--- src/rtl/vid_scanout_pkg.sv ---
// scanout_pkg: shared types and constants for the video scanout block.
//   state_e        : scanout FSM states
//   BYTES_PER_WORD : pixels carried by one 32-bit memory word
//   IDX_W          : width of the byte-within-word index
//   byte_lane()    : little-endian byte select (lane 0 = bits 7:0)
// Optional build macro used by the users of this package: SCANOUT_PREFETCH_EN.
package scanout_pkg;

  typedef enum logic [2:0] {
    IDLE,
    FETCH,
    LOAD,
    SHIFT,
    DONE
  } state_e;

  localparam int unsigned BYTES_PER_WORD = 4;
  localparam int unsigned IDX_W          = $clog2(BYTES_PER_WORD);
  localparam logic [IDX_W-1:0] LAST_IDX  = IDX_W'(BYTES_PER_WORD - 1);

  function automatic logic [7:0] byte_lane(input logic [31:0] word,
                                           input logic [IDX_W-1:0] idx);
    return word[8*idx +: 8];
  endfunction

endpackage

--- src/rtl/vid_scanout_serializer.sv ---
// pix_serializer: word buffer(s) and byte index for the scanout pixel stream.
// Ports:
//   clk_i, rst_n_i : clock, asynchronous active-low reset
//   load_i         : latch word_i as the current word, index back to byte 0
//   adv_i          : step to the next byte of the current word
//   word_i         : memory video-port data
//   pf_load_i      : (SCANOUT_PREFETCH_EN) latch word_i into the next-word buffer
//   swap_i         : (SCANOUT_PREFETCH_EN) next-word buffer becomes current, index 0
//   idx_o          : current byte index
//   byte_o         : selected pixel byte
// Build macro: SCANOUT_PREFETCH_EN adds the second (next-word) buffer.
module pix_serializer
  import scanout_pkg::*;
(
  input  logic             clk_i,
  input  logic             rst_n_i,
  input  logic             load_i,
  input  logic             adv_i,
  input  logic [31:0]      word_i,
`ifdef SCANOUT_PREFETCH_EN
  input  logic             pf_load_i,
  input  logic             swap_i,
`endif
  output logic [IDX_W-1:0] idx_o,
  output logic [7:0]       byte_o
);

  logic [31:0]      cur_q, cur_d;
  logic [IDX_W-1:0] idx_q, idx_d;
`ifdef SCANOUT_PREFETCH_EN
  logic [31:0]      nxt_q, nxt_d;
`endif

  always_comb begin
    cur_d = cur_q;
    idx_d = idx_q;
    if (load_i) begin
      cur_d = word_i;
      idx_d = '0;
    end else if (adv_i) begin
      idx_d = idx_q + 1'b1;
    end
`ifdef SCANOUT_PREFETCH_EN
    nxt_d = nxt_q;
    if (pf_load_i) begin
      nxt_d = word_i;
    end
    if (swap_i) begin
      cur_d = nxt_q;
      idx_d = '0;
    end
`endif
  end

  always_ff @(posedge clk_i or negedge rst_n_i) begin
    if (!rst_n_i) begin
      cur_q <= '0;
      idx_q <= '0;
`ifdef SCANOUT_PREFETCH_EN
      nxt_q <= '0;
`endif
    end else begin
      cur_q <= cur_d;
      idx_q <= idx_d;
`ifdef SCANOUT_PREFETCH_EN
      nxt_q <= nxt_d;
`endif
    end
  end

  assign idx_o  = idx_q;
  assign byte_o = byte_lane(cur_q, idx_q);

endmodule

--- src/rtl/vid_scanout.sv ---
// vid_scanout: read-side master for the data memory's video port. Walks a
// framebuffer word by word and streams its bytes as 8-bit pixels over a
// valid/ready handshake.
// Ports:
//   clk, rst_n  : clock (rising edge), asynchronous active-low reset
//   start       : one-cycle frame start pulse, ignored unless idle
//   vaddr       : registered word-aligned read address to the memory video port
//   vdata       : memory video-port data, valid one edge after vaddr is sampled
//   pix_valid/pix_data/pix_ready/pix_last : pixel stream to the sink
//   busy        : frame in progress
//   frame_done  : one-cycle pulse after the last pixel is accepted
// Build macro: SCANOUT_PREFETCH_EN overlaps the next word fetch with pixel
// output so the stream has no per-word bubble.
module vid_scanout
  import scanout_pkg::*;
#(
  parameter logic [31:0] BASE_ADDR     = 32'h0000_0000,
  parameter int unsigned NUM_BYTES     = 1408,
  parameter int unsigned ADDRESS_WIDTH = 32
) (
  input  logic                     clk,
  input  logic                     rst_n,
  input  logic                     start,
  output logic [ADDRESS_WIDTH-1:0] vaddr,
  input  logic [31:0]              vdata,
  output logic                     pix_valid,
  output logic [7:0]               pix_data,
  input  logic                     pix_ready,
  output logic                     pix_last,
  output logic                     busy,
  output logic                     frame_done
);

  localparam logic [ADDRESS_WIDTH-1:0] BASE      = ADDRESS_WIDTH'(BASE_ADDR);
  localparam logic [ADDRESS_WIDTH-1:0] WORD_STEP = ADDRESS_WIDTH'(BYTES_PER_WORD);
  localparam logic [31:0]              NB32      = 32'(NUM_BYTES);
  localparam logic [31:0]              LAST_CNT  = 32'(NUM_BYTES - 1);

  state_e                   state_q, state_d;
  logic [ADDRESS_WIDTH-1:0] vaddr_q, vaddr_d;
  logic [31:0]              cnt_q, cnt_d;
  logic                     busy_q, busy_d;

  logic                     accept;
  logic                     cnt_last;
  logic                     word_end;
  logic                     ser_load;
  logic                     ser_adv;
  logic [IDX_W-1:0]         idx;
  logic [7:0]               ser_byte;

`ifdef SCANOUT_PREFETCH_EN
  logic pf_issue;
  logic ser_swap;
  logic pf_wait_q;  // prefetch address is being sampled by the memory
  logic pf_ld_q;    // prefetch data is on vdata this cycle
`endif

  assign accept   = (state_q == SHIFT) && pix_ready;
  assign cnt_last = (cnt_q == LAST_CNT);
  assign word_end = (idx == LAST_IDX);

  pix_serializer u_ser (
    .clk_i     (clk),
    .rst_n_i   (rst_n),
    .load_i    (ser_load),
    .adv_i     (ser_adv),
    .word_i    (vdata),
`ifdef SCANOUT_PREFETCH_EN
    .pf_load_i (pf_ld_q),
    .swap_i    (ser_swap),
`endif
    .idx_o     (idx),
    .byte_o    (ser_byte)
  );

  // State register
  always_ff @(posedge clk or negedge rst_n) begin
    if (!rst_n) begin
      state_q <= IDLE;
    end else begin
      state_q <= state_d;
    end
  end

  // Next-state logic
  always_comb begin
    state_d = state_q;
    unique case (state_q)
      IDLE:  if (start) state_d = FETCH;
      FETCH: state_d = LOAD;
      LOAD:  state_d = SHIFT;
      SHIFT: begin
        if (accept) begin
          if (cnt_last) begin
            state_d = DONE;
          end else if (word_end) begin
`ifdef SCANOUT_PREFETCH_EN
            state_d = SHIFT;
`else
            state_d = FETCH;
`endif
          end
        end
      end
      DONE:    state_d = IDLE;
      default: state_d = IDLE;
    endcase
  end

  // Address, byte counter and serializer control
  always_comb begin
    vaddr_d  = vaddr_q;
    cnt_d    = cnt_q;
    busy_d   = busy_q;
    ser_load = 1'b0;
    ser_adv  = 1'b0;
`ifdef SCANOUT_PREFETCH_EN
    pf_issue = 1'b0;
    ser_swap = 1'b0;
`endif
    unique case (state_q)
      IDLE: begin
        if (start) begin
          vaddr_d = BASE;
          cnt_d   = '0;
          busy_d  = 1'b1;
        end
      end
      LOAD: begin
        ser_load = 1'b1;
`ifdef SCANOUT_PREFETCH_EN
        // cnt_q is the first byte of the word being loaded; fetch the
        // following word only if the frame reaches into it.
        if (cnt_q + 32'd4 < NB32) begin
          vaddr_d  = vaddr_q + WORD_STEP;
          pf_issue = 1'b1;
        end
`endif
      end
      SHIFT: begin
        if (accept) begin
          cnt_d = cnt_q + 32'd1;
          if (!cnt_last) begin
            if (word_end) begin
`ifdef SCANOUT_PREFETCH_EN
              // The prefetched word (issued at least four edges ago, latched
              // two edges after issue) becomes current; the word after it
              // starts at byte cnt_q+5.
              ser_swap = 1'b1;
              if (cnt_q + 32'd5 < NB32) begin
                vaddr_d  = vaddr_q + WORD_STEP;
                pf_issue = 1'b1;
              end
`else
              vaddr_d = vaddr_q + WORD_STEP;
`endif
            end else begin
              ser_adv = 1'b1;
            end
          end
        end
      end
      DONE: busy_d = 1'b0;
      default: ;
    endcase
  end

  always_ff @(posedge clk or negedge rst_n) begin
    if (!rst_n) begin
      vaddr_q <= BASE;
      cnt_q   <= '0;
      busy_q  <= 1'b0;
    end else begin
      vaddr_q <= vaddr_d;
      cnt_q   <= cnt_d;
      busy_q  <= busy_d;
    end
  end

`ifdef SCANOUT_PREFETCH_EN
  always_ff @(posedge clk or negedge rst_n) begin
    if (!rst_n) begin
      pf_wait_q <= 1'b0;
      pf_ld_q   <= 1'b0;
    end else begin
      pf_wait_q <= pf_issue;
      pf_ld_q   <= pf_wait_q;
    end
  end
`endif

  // Output logic
  always_comb begin
    pix_valid  = (state_q == SHIFT);
    pix_data   = pix_valid ? ser_byte : '0;
    pix_last   = pix_valid && cnt_last;
    frame_done = (state_q == DONE);
  end

  assign vaddr = vaddr_q;
  assign busy  = busy_q;

endmodule

--- config.mk ---
export PLATFORM = sky130hd
export DESIGN_NAME = vid_scanout
export DESIGN_NICKNAME = d
export VERILOG_FILES = /design/src/rtl/vid_scanout_pkg.sv /design/src/rtl/vid_scanout_serializer.sv /design/src/rtl/vid_scanout.sv
export SDC_FILE = /design/constraint.sdc
export NUM_CORES = 1
export LEC_CHECK = 0
export BUFFER_PORTS_ARGS = -buffer_cell sky130_fd_sc_hd__buf_4
export CAP_MARGIN = 10
export CORE_ASPECT_RATIO = 0.7
export CORE_UTILIZATION = 30
export DETAILED_ROUTE_END_ITERATION = 10
export SYNTH_ARGS = -nofsm -noshare
export SYNTH_HDL_FRONTEND = slang
export SYNTH_SLANG_ARGS = --single-unit
--- constraint.sdc ---
create_clock -name clk -period 2.8 [get_ports clk]
set_clock_uncertainty 0.15 [all_clocks]
set_input_delay 0.28 -clock clk [delete_from_list [all_inputs] [get_ports clk]]
set_output_delay 0.28 -clock clk [all_outputs]
set_load 0.01 [all_outputs]
==> parameters.txt <==
Parameter                              Value

Run status
  Result of the run    finished clean

Clock tree
  Number of setup buffers added after CTS    0
  Clock transition at path regs    0.07 ns
  CTS buffer count    9
  Clock root buffer master    clkbuf_16
  Clock Path Buffers    2
  TritonCTS clock tree    built
  Worst skew pair latency    0.35 ns
  CTS H-Tree Depth    3
  Number of sinks driven by the clock tree    100

Layout
  N_diodes    0
  # fillers    1,725
  Final #Nets    618
  Layout cells sized above 1    28.1%
  Area grow syn2layout    23.9%
  Non-filler cells in the finished layout    815

Setup path
  Data arrival time of the worst path    2.25 ns
  Class of the most critical setup path    reg -> out
  Slowest cell on crit path    dfrtp_1
  Reg2reg start    cnt_q[11]$_DFFE_PN0P_
  Startpoint type of the worst setup path    flip-flop
  Buffers plus inverters on the worst setup path    1
  Required time at the endpoint of the critical path    2.37 ns
  Largest delay contributor family on the critical path    simple AND/OR/NAND/NOR gates
  Worst setup path start    cnt_q[11]$_DFFE_PN0P_
  Capturing element type of the critical path    output pin
  Maximum single-stage delay on the critical path    0.47 ns
  Worst-path cell chain    nor4b_1, nand4_1, or2_2, nor2_1, buf_4
  Worst-path maximum fanout    6

Die
  Full die area    18,000 µm²
  CORE AREA    17,100 µm²
  Die span in y    113 µm
  Number of top-level design ports    80
  Floorplan row count    40
  Starting density of the core    30.6%
  Die W    160 µm

STA
  Pin slew with the least headroom to its limit    0.662 ns
  Final worst hold slack    0.00910 ns
  Final slew viol count    0
  TNS Setup    0 ns
  Unrepaired setup endpoints after global routing    false
  Time the worst path needs with I/O delays and setup    2.68 ns
  Setup Viol. Count Final    0
  Highest Clock Rate    374 MHz
  Portion of the clock cycle consumed by the worst path in the final layout    95.6%
  Final number of hold-violating endpoints    0
  Slew headroom    55.9%

Yosys
  Number of synthesized register bits    100
  Sequential fraction of the synthesis area    47.8%
  Count of unique library cells instantiated by Yosys    56
  Per-instance average area after synthesis    10.6 µm²
  Total standard cell area after synthesis    5240 µm²
  Primary FF master, synth    dfrtp_1
  Number of warnings issued by yosys    0
  Share of synthesized registers carrying an async set or reset    100%
  Instance count of the mapped netlist    495
  Number of flops mapped to enable cells by yosys    0

Pwr
  Power density over the cells    836 nW/µm²
  Leakage    2.87 nW
  Peak supply drop    0.448 mV

Route
  Via count    4,232
  Number of detailed-routing iterations run before antenna repair    5
  Count of antenna-violating nets left after detailed routing    0
  Routed wire per std cell    16.0 µm
  Number of DRC markers in iteration 0    260
  Number of DRC violations after detailed routing    0
  Total length of routed wires    13.0 mm
  Via density    5.19

GRT
  Initial antenna violation count    0
  Maximum number of pins on one net before global-route repair    54
  Total congestion overflow after global routing    0
  First-pass GRT wire length    22.1 mm
  Via count of the first global-routing pass    4,282
  Aggregate global-route resource usage    15.2%

Placement
  RePlAce Congestion    0.821
  Number of I/O port buffers    77
  Placed insts    792
  Detailed placement HPWL    9.28 mm

Run
  Maximum Capacitance Violations    0

Min path
  Origin of the worst min-delay path    vdata[27]
  Min-delay worst type    in -> reg
[area by class of cell]
type / instances / area, µm² / share of cell area [%]
Clock buffer: 10 / 239 / 3.68
Clock inverter: 6 / 70.1 / 1.08
Inverter: 11 / 41.3 / 0.636
Multi-Input combinational cell: 357 / 2570 / 39.5
Sequential cell: 100 / 2500 / 38.6
Tap cell: 231 / 289 / 4.45
Timing Repair Buffer: 100 / 781 / 12.0
[cells in the mapped netlist, types with 8 or more instances]
cell        n  area, µm²
nor4_1      8       50.1
o211ai_1   10       75.1
nand3_1    37        185
clkbuf_1   13       48.8
a21oi_1    10       50.1
and2_1     14       87.6
dfrtp_1   100       2500
mux2_2     32        360
buf_2      10       50.1
inv_1      11       41.3
nor2_1     38        143
nor3_1      9       45.0
mux4_2      8        180
nand2_1    32        120
xor2_1     22        193
or4_1       9       67.6
and3_1     11       68.8
nand4_1    29        181
o21ai_0    11       55.1
[what timing repair did]
action	CTS	global route
resized for setup	0	0
hold buffers	3	4
hold endpoints to repair	49	4
[power by group]
group / internal [mW] / switching (mW)
clock: 0.724 / 0.579
combinational: 1.05 / 0.940
sequential: 1.82 / 0.315
total: 3.59 / 1.83
[per-layer routing]
layer	part of all wire, %	track usage, %
met3	6.2	4.88
met4	1.2	3.37
met5	0	0
met1	48	20.6
met2	45	23.7
[through the flow]
step | worst slack [ns] | cell area (µm²) | power (mW) | utilization [%]
global route | 0.0418 | 6490 | 5.76 | 37.9
CTS | 0.128 | 6450 | 5.48 | 37.7
finish | 0.124 | 6490 | 5.43 | 37.9
detailed placement | 0.374 | 6110 | 4.16 | 35.7
floorplan | 0.659 | 5240 | 3.38 | -
global placement | 0.397 | 6110 | 4.09 | 35.7
[state kept, by name, summed over array words and instances, names as in the netlist]
name	flops
u_ser.cur_q	32
u_ser.idx_o	2
state_q	3
cnt_q	32
vaddr	30
busy	1
[worst paths after layout]
kind,to,slack (ns),cells past startpoint
min,u_ser.cur_q[27]$_DFFE_PN0P_,0.009,2
max,pix_last,0.12,5
max in group asynchronous,u_ser.cur_q[6]$_DFFE_PN0P_,1.41,3
max reg2reg,vaddr[23]$_DFFE_PN0P_,0.32,5
min in group asynchronous,vaddr[20]$_DFFE_PN0P_,0.36,2
min reg2reg,busy$_DFFE_PN0P_,0.35,2
[placed cells by master (no fill, tap or decap), drive strengths merged, types with 6 or more instances in the layout]
master       Yosys  final
nand4           29     29
mux4             8      8
dlygate4sd3      0      7
o211ai          12     12
and2            14     14
buf             15     93
mux2            32     32
and4             6      6
nor2            38     38
or4              9      9
inv             11     13
xor2            22     22
nand3           37     37
a21oi           11     11
dfrtp          100    100
and3            11     11
nand2           33     33
a211o            6      6
o21ai           12     12
clkbuf          13     10
nor4            10     10
a31oi            6      6
nor3             9      9
[cell families (layout without fill, tap and decap cells)]
group,count (synthesis),in the layout,synth area share (%)
muxes,43,43,10.9
other,1,2,0.0716
buffers and inverters,39,127,3.46
and+or+nand+nor,215,215,22.9
xor gates and xnor gates,27,27,4.51
DFF,100,100,47.8
adders and majority gates,3,3,0.717
AOI/OAI and AO/OA,67,67,9.63
No activity file was read; power rests on OpenSTA's default activity.
